<file path="config.mk">
export PLATFORM = sky130hd
export DESIGN_NAME = mem_access_ctrl
export DESIGN_NICKNAME = d
export VERILOG_FILES = /design/src/rtl/mem_access_ctrl.sv
export SDC_FILE = /design/constraint.sdc
export NUM_CORES = 1
export LEC_CHECK = 0
export CAP_MARGIN = 5
export CORE_MARGIN = 3
export CORE_UTILIZATION = 35
export DETAILED_ROUTE_END_ITERATION = 8
export HOLD_SLACK_MARGIN = 0.02
export PLACE_DENSITY_LB_ADDON = 0.15
export SYNTH_ARGS = -nofsm -noshare
export SYNTH_HDL_FRONTEND = slang
export SYNTH_SLANG_ARGS = --single-unit
</file>
<file path="constraint.sdc">
create_clock -name clk -period 5.3 [get_ports clk]
set_input_delay 1.06 -clock clk [delete_from_list [all_inputs] [get_ports clk]]
set_output_delay 1.06 -clock clk [all_outputs]
set_load 0.1 [all_outputs]
</file>
<file path="src/rtl/mem_access_ctrl.sv">
// mem_access_ctrl: load/store region decode, byte-lane writes, IO handshake FSM and load alignment.
// Ports: clk/rst (sync, active-high); req_* request from execute; stall holds the pipeline;
// dmem_we/imem_we/mem_wdata drive the local memories; dmem_rdata returns one cycle later;
// io_tx_*/io_rx_* per-channel valid/ready, io_be/io_wdata/io_rdata shared IO bus;
// ld_data/ld_valid writeback result; misalign_err pulse; io_timeout sticky abort flag.
// Optional MEMCTRL_STATS_EN adds stat_loads/stat_stores/stat_misalign counters.
module mem_access_ctrl #(
  parameter int NUM_IO     = 2,
  parameter int IO_SEL_LSB = 2,
  parameter int IO_TIMEOUT = 255
) (
  input  logic              clk,
  input  logic              rst,
  input  logic              req_valid,
  input  logic              req_kill,
  input  logic              req_load,
  input  logic              req_store,
  input  logic [2:0]        req_funct3,
  input  logic [31:0]       req_addr,
  input  logic [31:0]       req_wdata,
  output logic              stall,
  output logic [3:0]        dmem_we,
  output logic [3:0]        imem_we,
  output logic [31:0]       mem_wdata,
  input  logic [31:0]       dmem_rdata,
  output logic [NUM_IO-1:0] io_tx_valid,
  input  logic [NUM_IO-1:0] io_tx_ready,
  output logic [NUM_IO-1:0] io_rx_valid,
  input  logic [NUM_IO-1:0] io_rx_ready,
  input  logic [31:0]       io_rdata,
  output logic [3:0]        io_be,
  output logic [31:0]       io_wdata,
  output logic [31:0]       ld_data,
  output logic              ld_valid,
  output logic              misalign_err,
  output logic              io_timeout
`ifdef MEMCTRL_STATS_EN
  ,
  output logic [31:0]       stat_loads,
  output logic [31:0]       stat_stores,
  output logic [31:0]       stat_misalign
`endif
);
  localparam int CW = NUM_IO > 1 ? $clog2(NUM_IO) : 1;
  localparam logic [1:0] IDLE = 2'd0, IO_WAIT = 2'd1, DONE = 2'd2;
  localparam logic [NUM_IO-1:0] ONE = 1;
  logic [1:0] state;
  logic [CW-1:0] ch, ch_n;
  logic [3:0] mask, be;
  logic [31:0] wd, wbuf, cap, cnt, sh, ext;
  logic [2:0] fn;
  logic [1:0] off;
  logic io_ld, dpend, acc, mis, dm, im, io, start, rdy, tmo;
  logic unused_addr;
  assign unused_addr = ^req_addr;
  always_comb begin
    acc = req_valid & ~req_kill & (state == IDLE) & (req_load | req_store);
    mis = (req_funct3[1:0] == 2'b01 & req_addr[0]) | (req_funct3[1:0] == 2'b10 & |req_addr[1:0]);
    mask = req_funct3[1:0] == 2'b00 ? 4'b0001 << req_addr[1:0] :
           req_funct3[1:0] == 2'b01 ? (req_addr[1] ? 4'b1100 : 4'b0011) : 4'b1111;
    wd = req_funct3[1:0] == 2'b00 ? {4{req_wdata[7:0]}} :
         req_funct3[1:0] == 2'b01 ? {2{req_wdata[15:0]}} : req_wdata;
    dm = ~req_addr[31] & req_addr[28];
    im = ~req_addr[31] & req_addr[29];
    io = req_addr[31:28] == 4'b1000;
    start = acc & ~mis & io;
    ch_n = NUM_IO > 1 ? req_addr[IO_SEL_LSB +: CW] : '0;
    dmem_we = (acc & req_store & ~mis & dm) ? mask : 4'b0000;
    imem_we = (acc & req_store & ~mis & im) ? mask : 4'b0000;
    mem_wdata = wd;
    misalign_err = acc & mis;
    stall = start | (state == IO_WAIT);
    rdy = io_ld ? io_rx_ready[ch] : io_tx_ready[ch];
    tmo = (IO_TIMEOUT != 0) && (cnt == 32'(IO_TIMEOUT - 1));
    io_tx_valid = (state == IO_WAIT && !io_ld) ? ONE << ch : '0;
    io_rx_valid = (state == IO_WAIT && io_ld) ? ONE << ch : '0;
    io_be = be;
    io_wdata = wbuf;
    // A DMEM load result and an IO DONE can never coincide, so they share one aligner.
    ld_valid = dpend | (state == DONE & io_ld);
    sh = (state == DONE ? cap : dmem_rdata) >> {off, 3'b000};
    ext = fn == 3'b000 ? {{24{sh[7]}}, sh[7:0]} :
          fn == 3'b001 ? {{16{sh[15]}}, sh[15:0]} :
          fn == 3'b100 ? {24'b0, sh[7:0]} :
          fn == 3'b101 ? {16'b0, sh[15:0]} : sh;
    ld_data = ld_valid ? ext : 32'b0;
  end
  always_ff @(posedge clk) begin
    if (rst) begin
      state <= IDLE;
      cnt <= '0;
      dpend <= 1'b0;
      io_timeout <= 1'b0;
      ch <= '0;
      be <= '0;
      wbuf <= '0;
      cap <= '0;
      fn <= '0;
      off <= '0;
      io_ld <= 1'b0;
    end else begin
      dpend <= acc & ~mis & req_load & dm;
      if (acc & req_load) begin
        fn <= req_funct3;
        off <= req_addr[1:0];
      end
      case (state)
        IDLE: if (start) begin
          state <= IO_WAIT;
          cnt <= '0;
          ch <= ch_n;
          be <= mask;
          wbuf <= wd;
          io_ld <= req_load;
        end
        IO_WAIT: begin
          cnt <= cnt + 32'd1;
          if (rdy) begin
            state <= DONE;
            cap <= io_rdata;
          end else if (tmo) begin
            state <= DONE;
            cap <= '0;
            io_timeout <= 1'b1;
          end
        end
        default: state <= IDLE;
      endcase
    end
  end
`ifdef MEMCTRL_STATS_EN
  always_ff @(posedge clk) begin
    if (rst) begin
      stat_loads <= '0;
      stat_stores <= '0;
      stat_misalign <= '0;
    end else begin
      stat_loads <= stat_loads + 32'(acc & req_load);
      stat_stores <= stat_stores + 32'(acc & req_store);
      stat_misalign <= stat_misalign + 32'(acc & mis);
    end
  end
`endif
endmodule

</file>
==> flow_metrics.env, run 1 <==
export IMPL_routedWlPerCell_um=20.1
export IMPL_die_w_um=149
export IMPL_synthArstFlopShare=0
export IMPL_viasPerCell=5.68
export IMPL_yosysSeqAreaShare=0.312
export IMPL_fin_skew_ns=0.00736
export IMPL_n_fill_cell=1933
export IMPL_drtPass1Iterations=5
export IMPL_seqCellArea_um2=2220
export IMPL_final_setup_tns_ns=0
export IMPL_grt_remaining_overflow=0
export IMPL_rsz0062_at_grt="no"
export IMPL_post_cts_buffers=0
export IMPL_route_detailed_drc=0
export IMPL_fmaxAchievable_ghz=0.228
export IMPL_min_from="io_wdata[0]"
export IMPL_slew_headroom=0.152
export IMPL_grt_pass1_wl_mm=40.4
export IMPL_htreeDepth=3
export IMPL_grt_total_usage=0.229
export IMPL_worstSkewPairLatency_ns=0.36
export IMPL_endpoint_kind="output port"
export IMPL_worstSetupPathType="input pin to output port"
export IMPL_antenna_found_initial=1
export IMPL_setup_violations=0
export IMPL_clockRootBuffer="clkbuf_16"
export IMPL_drive_above_1_share=0.163
export IMPL_synthFlopType="dfxtp_1"
export IMPL_startpoint="req_funct3[0]"
export IMPL_p_per_area_nw_per_um2=208
export IMPL_tightest_slew_ns=1.27
export IMPL_synth_area_leaders="dfxtp_1, mux4_2, a21oi_1, mux2_2, nor2_1"
export IMPL_area_delta_synth_final_pct=37.8
export IMPL_p_leak_nw=3.42
export IMPL_synth_edf_count=0
export IMPL_ir_worst_vdd_uv=152
export IMPL_drtAntennaViolNets=0
export IMPL_dp_slack_ns=0.947
export IMPL_vias=7509
export IMPL_status="finished clean"
export IMPL_dieArea_um2=22100
export IMPL_ys_ff_latch=111
export IMPL_cts_made_buffers=9
export IMPL_ios=257
export IMPL_period_share=0.828
export IMPL_total_power_w=0.00205
export IMPL_row_count=51
export IMPL_synth_cell_types=69
export IMPL_critPathMaxFanout=12
export IMPL_syn_num_nets=1024
export IMPL_floorplan_initialDensity=0.361
export IMPL_gp_congestion=0.863
export IMPL_grt_max_degree=69
export IMPL_path_clk_slew_ns=0.08
export IMPL_startpoint_type="input pin"
export IMPL_cts_hold_buf=0
export IMPL_yosysTopAreaCell="dfxtp_1"
export IMPL_cts_tree="built"
export IMPL_drtIter0Drc=447
export IMPL_post_dp_hpwl_mm=19.0
export IMPL_cts_resized_gates=0
export IMPL_drt_wl_total_mm=26.5
export IMPL_cp_arrival_ns=3.33
export IMPL_synth_top_area_frac=0.312
export IMPL_finalHoldViolations=0
export IMPL_die_h_um=149
export IMPL_post_route_util=0.498
export IMPL_hold_class="flip-flop to flip-flop"
export IMPL_multiInputGateArea_um2=4320
export IMPL_yosysWarnings=0
export IMPL_synthCells=881
export IMPL_clkSinkCount=111
export IMPL_syn_area_um2=7120
export IMPL_io_buffers=231
export IMPL_clk_path_buf_depth=2
export IMPL_coreArea_um2=19700
export IMPL_antenna_cells=0
export IMPL_first_global_vias=7063
export IMPL_nets=1194
export IMPL_critPathRequiredTime_ns=4.24
export IMPL_syn_area_per_cell_um2=8.08
export IMPL_fin_crit_ns=4.39
export IMPL_r2r_start="state[1]"
export IMPL_timing_final_max_slew_violations=0
export IMPL_final_setup_worst_slack_ns=0.913
export IMPL_max_cap_viol_count=0
-- state kept, by name, summed over array words and instances, names as in the netlist --
signal and count:
state 2, off 2, fn 3, io_wdata 32, io_ld 1, dpend 1, io_be 4, cnt 32
ch 1, cap 32, io_timeout 1
-- final cells by class --
class,instances,share of cell area
multi-input cells,641,0.441
repair buffers,245,0.252
flip-flops and latches,111,0.227
well taps,265,0.0338
clock buffers,10,0.0244
inverters,43,0.0164
clock inverters,6,0.00612
-- worst max-delay path, stage by stage --
cell and delay [ns]:
clkdlybuf4s50_1 0.78, nor2b_1 0.14, a22oi_2 0.55, nand4_1 0.31, nor2_1 0.27, buf_12 0.21
-- cells in the final DEF, fill, tap and decap left out, types with 13 or more instances in the layout --
| master | synthesis | routed |
|---|---|---|
| dfxtp_1 | 111 | 110 |
| buf_4 | 12 | 63 |
| inv_1 | 42 | 42 |
| buf_12 | 0 | 18 |
| nor2_1 | 77 | 77 |
| a311oi_1 | 16 | 16 |
| o22ai_1 | 33 | 33 |
| clkdlybuf4s50_1 | 0 | 164 |
| nand3_1 | 43 | 43 |
| nor4_1 | 13 | 13 |
| a31oi_1 | 34 | 34 |
| o21ai_0 | 28 | 28 |
| nand4_1 | 18 | 18 |
| mux4_2 | 23 | 23 |
| mux2_2 | 28 | 28 |
| a21oi_1 | 68 | 67 |
| nor3_1 | 45 | 45 |
| nand2_1 | 74 | 74 |
-- cells in the mapped netlist (9+ instances only) --
library cell / count
dfxtp_1: 111
nor2_1: 77
nand2_1: 74
a21oi_1: 68
clkbuf_1: 46
nor3_1: 45
nand3_1: 43
inv_1: 42
a31oi_1: 34
o22ai_1: 33
mux2_2: 28
o21ai_0: 28
mux4_2: 23
buf_2: 19
nand4_1: 18
a311oi_1: 16
nor4_1: 13
buf_4: 12
mux2i_1: 12
o31ai_1: 12
or4_1: 9
-- metal layers --
layer	wire (um)	global-route usage
met1	10900	0.292
met4	614	0.0568
met5	10	0
met2	12800	0.387
met3	2170	0.0591
-- worst paths after layout --
kind                            cells past startpoint           to  slack (ns)
worst max-delay path                                6   imem_we[0]        0.91
worst min-delay path                                2  io_wdata[0]        0.48
worst max register to register                      4      cnt[11]        2.63
worst min register to register                      2  io_wdata[0]        0.48
-- through the flow --
| step | hold WS, ns | area [um^2] | instances |
|---|---|---|---|
| 5_1_grt | 0.505 | 9810 | 1321 |
| 6_report | 0.478 | 9810 | 1321 |
| 2_1_floorplan | 0.457 | 7120 | 881 |
| 3_3_place_gp | 0.460 | 9510 | 1305 |
| 4_1_cts | 0.479 | 9810 | 1321 |
| 3_5_place_dp | 0.468 | 9510 | 1305 |
-- cells by family (layout without fill, tap and decap cells) --
family	Yosys count	count (layout)	synth area share
buffers and inverters	129	304	0.0845
XOR/XNOR	6	6	0.00738
multiplexers	64	64	0.136
flip-flops	111	111	0.312
AO/OA/AOI/OAI	230	230	0.207
adder cells (fa/ha/maj)	2	2	0.00351
AND/OR/NAND/NOR	339	339	0.250
-- power breakdown --
part	total, W	internal [W]	switching [W]
Clock	0.000705	0.000347	0.000357
Sequential	0.000845	0.000837	0.00000815
Combinational	0.000496	0.000177	0.000319
Power figures use the tool's default switching activity.
==> inputs of run 2 (changes only) <==
==> constraint.sdc (replaced) <==
create_clock -name clk -period 4.15 [get_ports clk]
set_input_delay 0.83 -clock clk [delete_from_list [all_inputs] [get_ports clk]]
set_output_delay 0.83 -clock clk [all_outputs]
set_load 0.1 [all_outputs]
==> run 2 against run 1 <==
- cell area is 6.1% higher
- flip-flop and latch count unchanged
- sequential power up 28%
- clock skew up 0.0073 ns
- core utilization increased by 3.1 points
- via count decreased by 0.23%
==> flow_metrics.env, run 2 (same netlist as run 1, synthesis figures left out) <==
export IMPL_status="finished clean"
export IMPL_setup_violations=0
export IMPL_p_per_area_nw_per_um2=253
export IMPL_slew_headroom=0.281
export IMPL_post_route_util=0.528
export IMPL_drt_wl_total_mm=27.0
export IMPL_path_clk_slew_ns=0.08
export IMPL_drtIter0Drc=501
export IMPL_htreeDepth=3
export IMPL_viasPerCell=5.64
export IMPL_critPathRequiredTime_ns=3.32
export IMPL_cts_resized_gates=0
export IMPL_first_global_vias=7136
export IMPL_globalRouteMet3Util=0.0655
export IMPL_cp_arrival_ns=2.99
export IMPL_routedWlPerCell_um=20.3
export IMPL_gp_congestion=0.882
export IMPL_clockRootBuffer="clkbuf_16"
export IMPL_use_met1=0.291
export IMPL_final_setup_tns_ns=0
export IMPL_vias=7492
export IMPL_clk_path_buf_depth=2
export IMPL_grt_total_usage=0.237
export IMPL_row_count=51
export IMPL_nets=1200
export IMPL_grtUsageMet2=0.398
export IMPL_cts_tree="built"
export IMPL_worstSkewPairLatency_ns=0.36
export IMPL_max_cap_viol_count=0
export IMPL_cts_hold_buf=0
export IMPL_fmaxAchievable_ghz=0.262
export IMPL_drtPass1Iterations=6
export IMPL_dpl_cell_area_um2=10100
export IMPL_post_cts_buffers=0
export IMPL_grt_max_degree=65
export IMPL_drive_above_1_share=0.181
export IMPL_timing_final_max_slew_violations=0
export IMPL_top_usage_layer="met2"
export IMPL_ir_worst_vdd_uv=203
export IMPL_n_fill_cell=1847
export IMPL_rsz0062_at_grt="no"
export IMPL_drtAntennaViolNets=0
export IMPL_floorplan_initialDensity=0.361
export IMPL_area_delta_synth_final_pct=46.3
export IMPL_route_detailed_drc=0
export IMPL_tightest_slew_ns=1.08
export IMPL_worstSetupPathType="flip-flop to output port"
export IMPL_design_area_um2=10400
export IMPL_final_common_cell="clkdlybuf4s50_1"
export IMPL_critPathMaxFanout=18
export IMPL_coreArea_um2=19700
export IMPL_fin_skew_ns=0.0147
export IMPL_ios=257
export IMPL_whs_ns=0.478
export IMPL_grt_remaining_overflow=0
export IMPL_endpoint_kind="output port"
export IMPL_dieArea_um2=22100
export IMPL_hold_class="flip-flop to flip-flop"
export IMPL_grt_pass1_wl_mm=41.4
export IMPL_final_cell_mix="clkdlybuf4s50_1, dfxtp_1, nor2_1, nand2_1, a21oi_1"
export IMPL_finalHoldViolations=0
export IMPL_startpoint_type="flip-flop"
export IMPL_post_dp_hpwl_mm=19.7
export IMPL_die_w_um=149
export IMPL_p_leak_nw=3.61
export IMPL_period_share=0.919
export IMPL_cts_made_buffers=9
export IMPL_io_buffers=231
export IMPL_die_h_um=149
export IMPL_antenna_found_initial=3
export IMPL_fin_crit_ns=3.82
export IMPL_clkSinkCount=111
run 2: cell types whose count changed in the layout (fill, tap and decap cells not counted), sizes merged:
cell / delta
buf: +19
clkbuf: -1
clkdlybuf4s50: -13
clkinv: +2
clkinvlp: +1
diode: +2
inv: -2
run 2: final cells by class:
| cell class | count | area [um^2] | area share |
|---|---|---|---|
| Antenna cell | 2 | 5.00 | 0.000481 |
| Clock buffer | 9 | 225 | 0.0216 |
| Clock inverter | 7 | 65.1 | 0.00625 |
| Inverter | 43 | 161 | 0.0155 |
| Multi-Input combinational cell | 641 | 4330 | 0.416 |
| Sequential cell | 111 | 2220 | 0.213 |
| Tap cell | 265 | 332 | 0.0318 |
| Timing Repair Buffer | 251 | 3080 | 0.295 |
run 2: worst paths after layout:
kind	start	endpoint	slack (ns)	cells after the start
hold / removal	io_wdata[6]	io_wdata[6]	0.48	2
hold reg to reg	io_wdata[6]	io_wdata[6]	0.48	2
setup reg to reg	state[1]	cnt[23]	1.73	6
setup / recovery	off[1]	ld_data[17]	0.33	7
run 2: worst max-delay path, cell delays in order (launching register included):
cell and delay [ns]:
dfxtp_1 0.72, clkinv_1 0.13, buf_4 0.24, nor2_2 0.36
a31oi_1 0.24, buf_4 0.24, a311oi_1 0.46, buf_12 0.24
run 2: stage by stage:
step	std cells	worst slack (ns)	total power (W)
2_1_floorplan	881	-0.521	0.00150
5_1_grt	1329	0.195	0.00274
3_3_place_gp	1310	0.269	0.00178
6_report	1329	0.335	0.00264
3_5_place_dp	1310	0.243	0.00178
4_1_cts	1326	0.200	0.00266
run 2: where the power goes:
group          internal, W  switching [W]  total (W)  leakage (nW)
clock network     0.000423       0.000454   0.000877         0.140
logic             0.000263       0.000421   0.000684          2.58
registers          0.00107     0.00000840    0.00108         0.895
total              0.00176       0.000884    0.00264          3.61
run 2: per-layer routing:
layer | up-vias | wire length, um
li1 | 3639 | -
met1 | 3525 | 10500
met2 | 282 | 13300
met3 | 44 | 2440
met4 | 2 | 749
met5 | - | 15
==> variant 1 (settings of run 2) <==
Change the parameter `IO_SEL_LSB` from 2 to 1.
--- a/src/rtl/mem_access_ctrl.sv
+++ b/src/rtl/mem_access_ctrl.sv
@@ -6,7 +6,7 @@
 // Optional MEMCTRL_STATS_EN adds stat_loads/stat_stores/stat_misalign counters.
 module mem_access_ctrl #(
   parameter int NUM_IO     = 2,
-  parameter int IO_SEL_LSB = 2,
+  parameter int IO_SEL_LSB = 1,
   parameter int IO_TIMEOUT = 255
 ) (
   input  logic              clk,
Formal check against the unedited RTL: not equivalent (a bounded check fails within 4 cycles, from zero or initial values and one cycle with rst high).
==> variant 1 against run 2 <==
- wire length is 13% lower
- setup slack improved by 0.10 ns
- design area decreased by 6.9%
- first-iteration DRC count fell by 25%
- sequential cell count did not move
- total power shrank 2.3%
- synthesized area fell by 9.6%
- combinational power is 9.2% lower
- sequential share of layout area rose by 1.6 points
- critical path depth fell by 1
- synthesized cell count shrank 10%
- die area is 9.2% lower
- critical path type is now primary input to output port
==> variant 1: results (changes against run 2) <==
* Clock Skews at 0.01258 ns (-0.002118 ns)
* Ant diodes at 0 (-2)
* Largest net degree at the start of global routing at 75 (+15%)
* DR pass1 iterations at 5 (-1)
* Total CTS buffers at 9 (unchanged)
* Post-synth top cells: 134 x nand2_1, 111 x dfxtp_1, 110 x a21oi_1
* Internal power at 0.001758 W (+0.13%)
* Worst endpoint data arrival time at 2.88 ns (-0.11 ns)
* PnR worst setup slack at 0.4354 ns (+0.1008 ns)
* DPL Wire Length at 17.62 mm (-11%)
* Top delay family on crit path: compound AO/OA/AOI/OAI gates
* Top cells by area, synth: dfxtp_1 35%, a21oi_1 8.6%, mux4_2 8.4%
* Outcome: completed
* Met3 usage at 0.07044 (+0.004933)
* Worst Setup EP: ld_data[29]
* Final Net Count at 1126 (-6.2%)
* Length of routed met3 wiring at 2.249 mm (-7.9%)
* Hold path cells at 2 (unchanged)
* Pleak at 3.622 nW (+0.32%)
* Global Route met2 Usage at 0.3662 (-0.03139)
* Sequential area share after synthesis at 0.3452 (+0.03312)
* GR Util met1 at 0.2940 (+0.002667)
* Met1 WL at 9.737 mm (-7.6%)
* Cells after DPL at 1197 (-8.6%)
* Fill count at 1694 (-8.3%)
* # H-tree levels at 3 (unchanged)
* Crit Path Category: primary input to output port
* Port bufs at 230 (-0.43%)
* Met2 WL at 10.97 mm (-17%)
* DP Area at 0.009397 mm² (-7.1%)
* Share of layout cells above drive strength 1 at 0.1721 (-0.008726)
* Hold WC Path Type: flop to flop
* FF-to-FF path depth at 5 (-1)
* Top sig layer: met4
* Vias/cell at 5.523 (-2.0%)
* Syn Area/Cell at 8.138 µm² (+0.69%)
* Worst R2R End: cnt[27]
* Worst ir drop on vdd at 0.0002110 V (+3.7%)
* Crit path from: dmem_rdata[15]
* Final WL at 23.60 mm (-13%)
* Setup slack at placement at 0.4276 ns (+0.1850 ns)
* WL/cell at 19.46 µm (-4.3%)
* Worst min-delay path endpoint: io_wdata[7]
* Max power group: sequential cells
* Initial antenna violation count at 0 (-3)
* Register-to-register setup slack at 1.82 ns (+0.09 ns)
* PnR Total Power at 0.002578 W (-2.3%)
* Number of global-route vias before repair at 6379 (-11%)
* GRT Total Usage at 0.2291 (-0.007513)
* Slowest-stage cell, CP: mux4_2
* Worst Path Max Fanout at 16 (-2)
* Clock power frac at 0.343 (+0.011)
* First-pass GRT wire length at 36.36 mm (-12%)
* Syn Nets at 934 (-8.8%)
* Actual slew at the worst max-slew pin at 1.071 ns (-0.005229 ns)
* Crit path largest cell delay at 0.48 ns (-0.24 ns)
* Drt initial violations at 376 (-25%)
* Cell variety after synth at 53 (-23%)
* GPL Wtd Cong at 0.8548 (-3.1%)
* Hold wc startpoint: io_wdata[7]
variant 1: through the flow:
stage,util,hold slack [ns]
CTS,0.5491,0.4601
finish,0.5491,0.4565
global route,0.5491,0.4682
detailed placement,0.5322,0.4498
floorplan,-,0.4497
global placement,0.5322,0.4412
variant 1: cell type report:
cell class / instances / share of cell area
inverters: 9 / 0.003484
clock buffers: 10 / 0.02465
well taps: 225 / 0.02904
clock inverters: 6 / 0.006194
flip-flops and latches: 111 / 0.2293
repair buffers: 250 / 0.3084
multi-input cells: 602 / 0.3989
variant 1: kinds of logic (layout without fill, tap and decap cells):
group / Yosys count / after routing / share of synthesized area
AO/OA/AOI/OAI: 194 / 194 / 0.1878
AND/OR/NAND/NOR: 340 / 340 / 0.2568
multiplexers: 59 / 59 / 0.1417
XOR/XNOR: 7 / 7 / 0.009524
buffers and inverters: 78 / 275 / 0.05520
adder cells (fa/ha/maj): 2 / 2 / 0.003887
flip-flops: 111 / 111 / 0.3452
==> variant 2 (flow settings as in run 2) <==
Without the edit above. Put a register stage on the output `misalign_err`, with the module's reset. The value now appears one clock later. The other outputs are not delayed to match.
--- a/src/rtl/mem_access_ctrl.sv
+++ b/src/rtl/mem_access_ctrl.sv
@@ -44,6 +44,8 @@
   localparam int CW = NUM_IO > 1 ? $clog2(NUM_IO) : 1;
   localparam logic [1:0] IDLE = 2'd0, IO_WAIT = 2'd1, DONE = 2'd2;
   localparam logic [NUM_IO-1:0] ONE = 1;
+
+  logic misalign_err_d;
   logic [1:0] state;
   logic [CW-1:0] ch, ch_n;
   logic [3:0] mask, be;
@@ -68,7 +70,7 @@
     dmem_we = (acc & req_store & ~mis & dm) ? mask : 4'b0000;
     imem_we = (acc & req_store & ~mis & im) ? mask : 4'b0000;
     mem_wdata = wd;
-    misalign_err = acc & mis;
+    misalign_err_d = acc & mis;
     stall = start | (state == IO_WAIT);
     rdy = io_ld ? io_rx_ready[ch] : io_tx_ready[ch];
     tmo = (IO_TIMEOUT != 0) && (cnt == 32'(IO_TIMEOUT - 1));
@@ -141,5 +143,13 @@
     end
   end
 `endif
+  always_ff @(posedge clk) begin
+    if (rst) begin
+      misalign_err <= '0;
+    end else begin
+      misalign_err <= misalign_err_d;
+    end
+  end
+
 endmodule
 
Function: changed (a bounded check fails within 4 cycles, from zero or initial values and one cycle with rst high).
==> variant 2 against run 2 <==
- hold slack got worse by 0.021 ns
- sequential cell count increased by 1
- maximum frequency increased by 2.8%
- global-route usage decreased by 1.7 points
- total power decreased by 1.7%
- critical path depth unchanged
- synthesized area decreased by 8.5%
- design area decreased by 6.8%
- wire length decreased by 15%
- setup slack improved by 0.10 ns
- largest cell class unchanged
- highest routed layer is now met4
==> variant 2: results (changes against run 2) <==
* Ant diodes at 0 (-2)
* PnR worst setup slack at 0.4390 ns (+0.1044 ns)
* Pleak at 3.715 nW (+2.9%)
* Final WL at 22.97 mm (-15%)
* Comb pwr share at 0.239 (-0.020)
* Top delay family on crit path: simple AND/OR/NAND/NOR gates
* Syn Nets at 926 (-9.6%)
* DPL Wire Length at 16.89 mm (-14%)
* Net Sw Frac at 0.3223 (-0.01261)
* Top sig layer: met4
* Sequential area share after synthesis at 0.3440 (+0.03195)
* Fill count at 1665 (-9.9%)
* Slowest-stage cell, CP: clkdlybuf4s50_1
* PnR Total Power at 0.002594 W (-1.7%)
* Synth Area in XOR/XNOR at 0.006719 (-0.0006609)
* Crit path from: req_kill
* Synth Area in Compound Gates at 0.1822 (-0.02481)
* Worst Path Max Fanout at 8 (-10)
* Outcome: completed
* Crit path largest cell delay at 0.44 ns (-0.28 ns)
* Post-synth top cells: 112 x dfxtp_1, 98 x nand2_1, 93 x nor2_1
* Adder-cell area share of the yosys netlist at 0.003840 (+0.0003252)
* First-pass GRT wire length at 35.21 mm (-15%)
* Initial antenna violation count at 0 (-3)
* Length of routed met3 wiring at 2.130 mm (-13%)
* GPL Wtd Cong at 0.8670 (-1.7%)
* Share of layout cells above drive strength 1 at 0.1781 (-0.002695)
* Met2 WL at 10.87 mm (-18%)
* Worst r2r src: state[0]
==> variant 2: stage by stage <==
step | std cells | hold WS, ns | instance area (µm²)
final | 1206 | 0.4567 | 9708
after global placement | 1190 | 0.4410 | 9410
after detailed placement | 1190 | 0.4468 | 9410
after floorplan | 783 | 0.4497 | 6518
after global routing | 1206 | 0.4780 | 9708
after CTS | 1206 | 0.4584 | 9708
==> variant 2: final cells by class <==
| type | instances | area (µm²) | area share |
|---|---|---|---|
| well taps | 229 | 286.5 | 0.02951 |
| flip-flops and latches | 112 | 2243 | 0.2311 |
| inverters | 9 | 33.78 | 0.003480 |
| clock inverters | 7 | 72.57 | 0.007475 |
| multi-input cells | 594 | 3894 | 0.4011 |
| clock buffers | 9 | 225.2 | 0.02320 |
| repair buffers | 246 | 2953 | 0.3042 |
==> variant 2: per-layer routing <==
layer  track usage  vias up
met5             0        -
met4       0.07454        0
met3       0.06754       36
met2        0.3595      281
met1        0.2740     3062
li1              -     3246
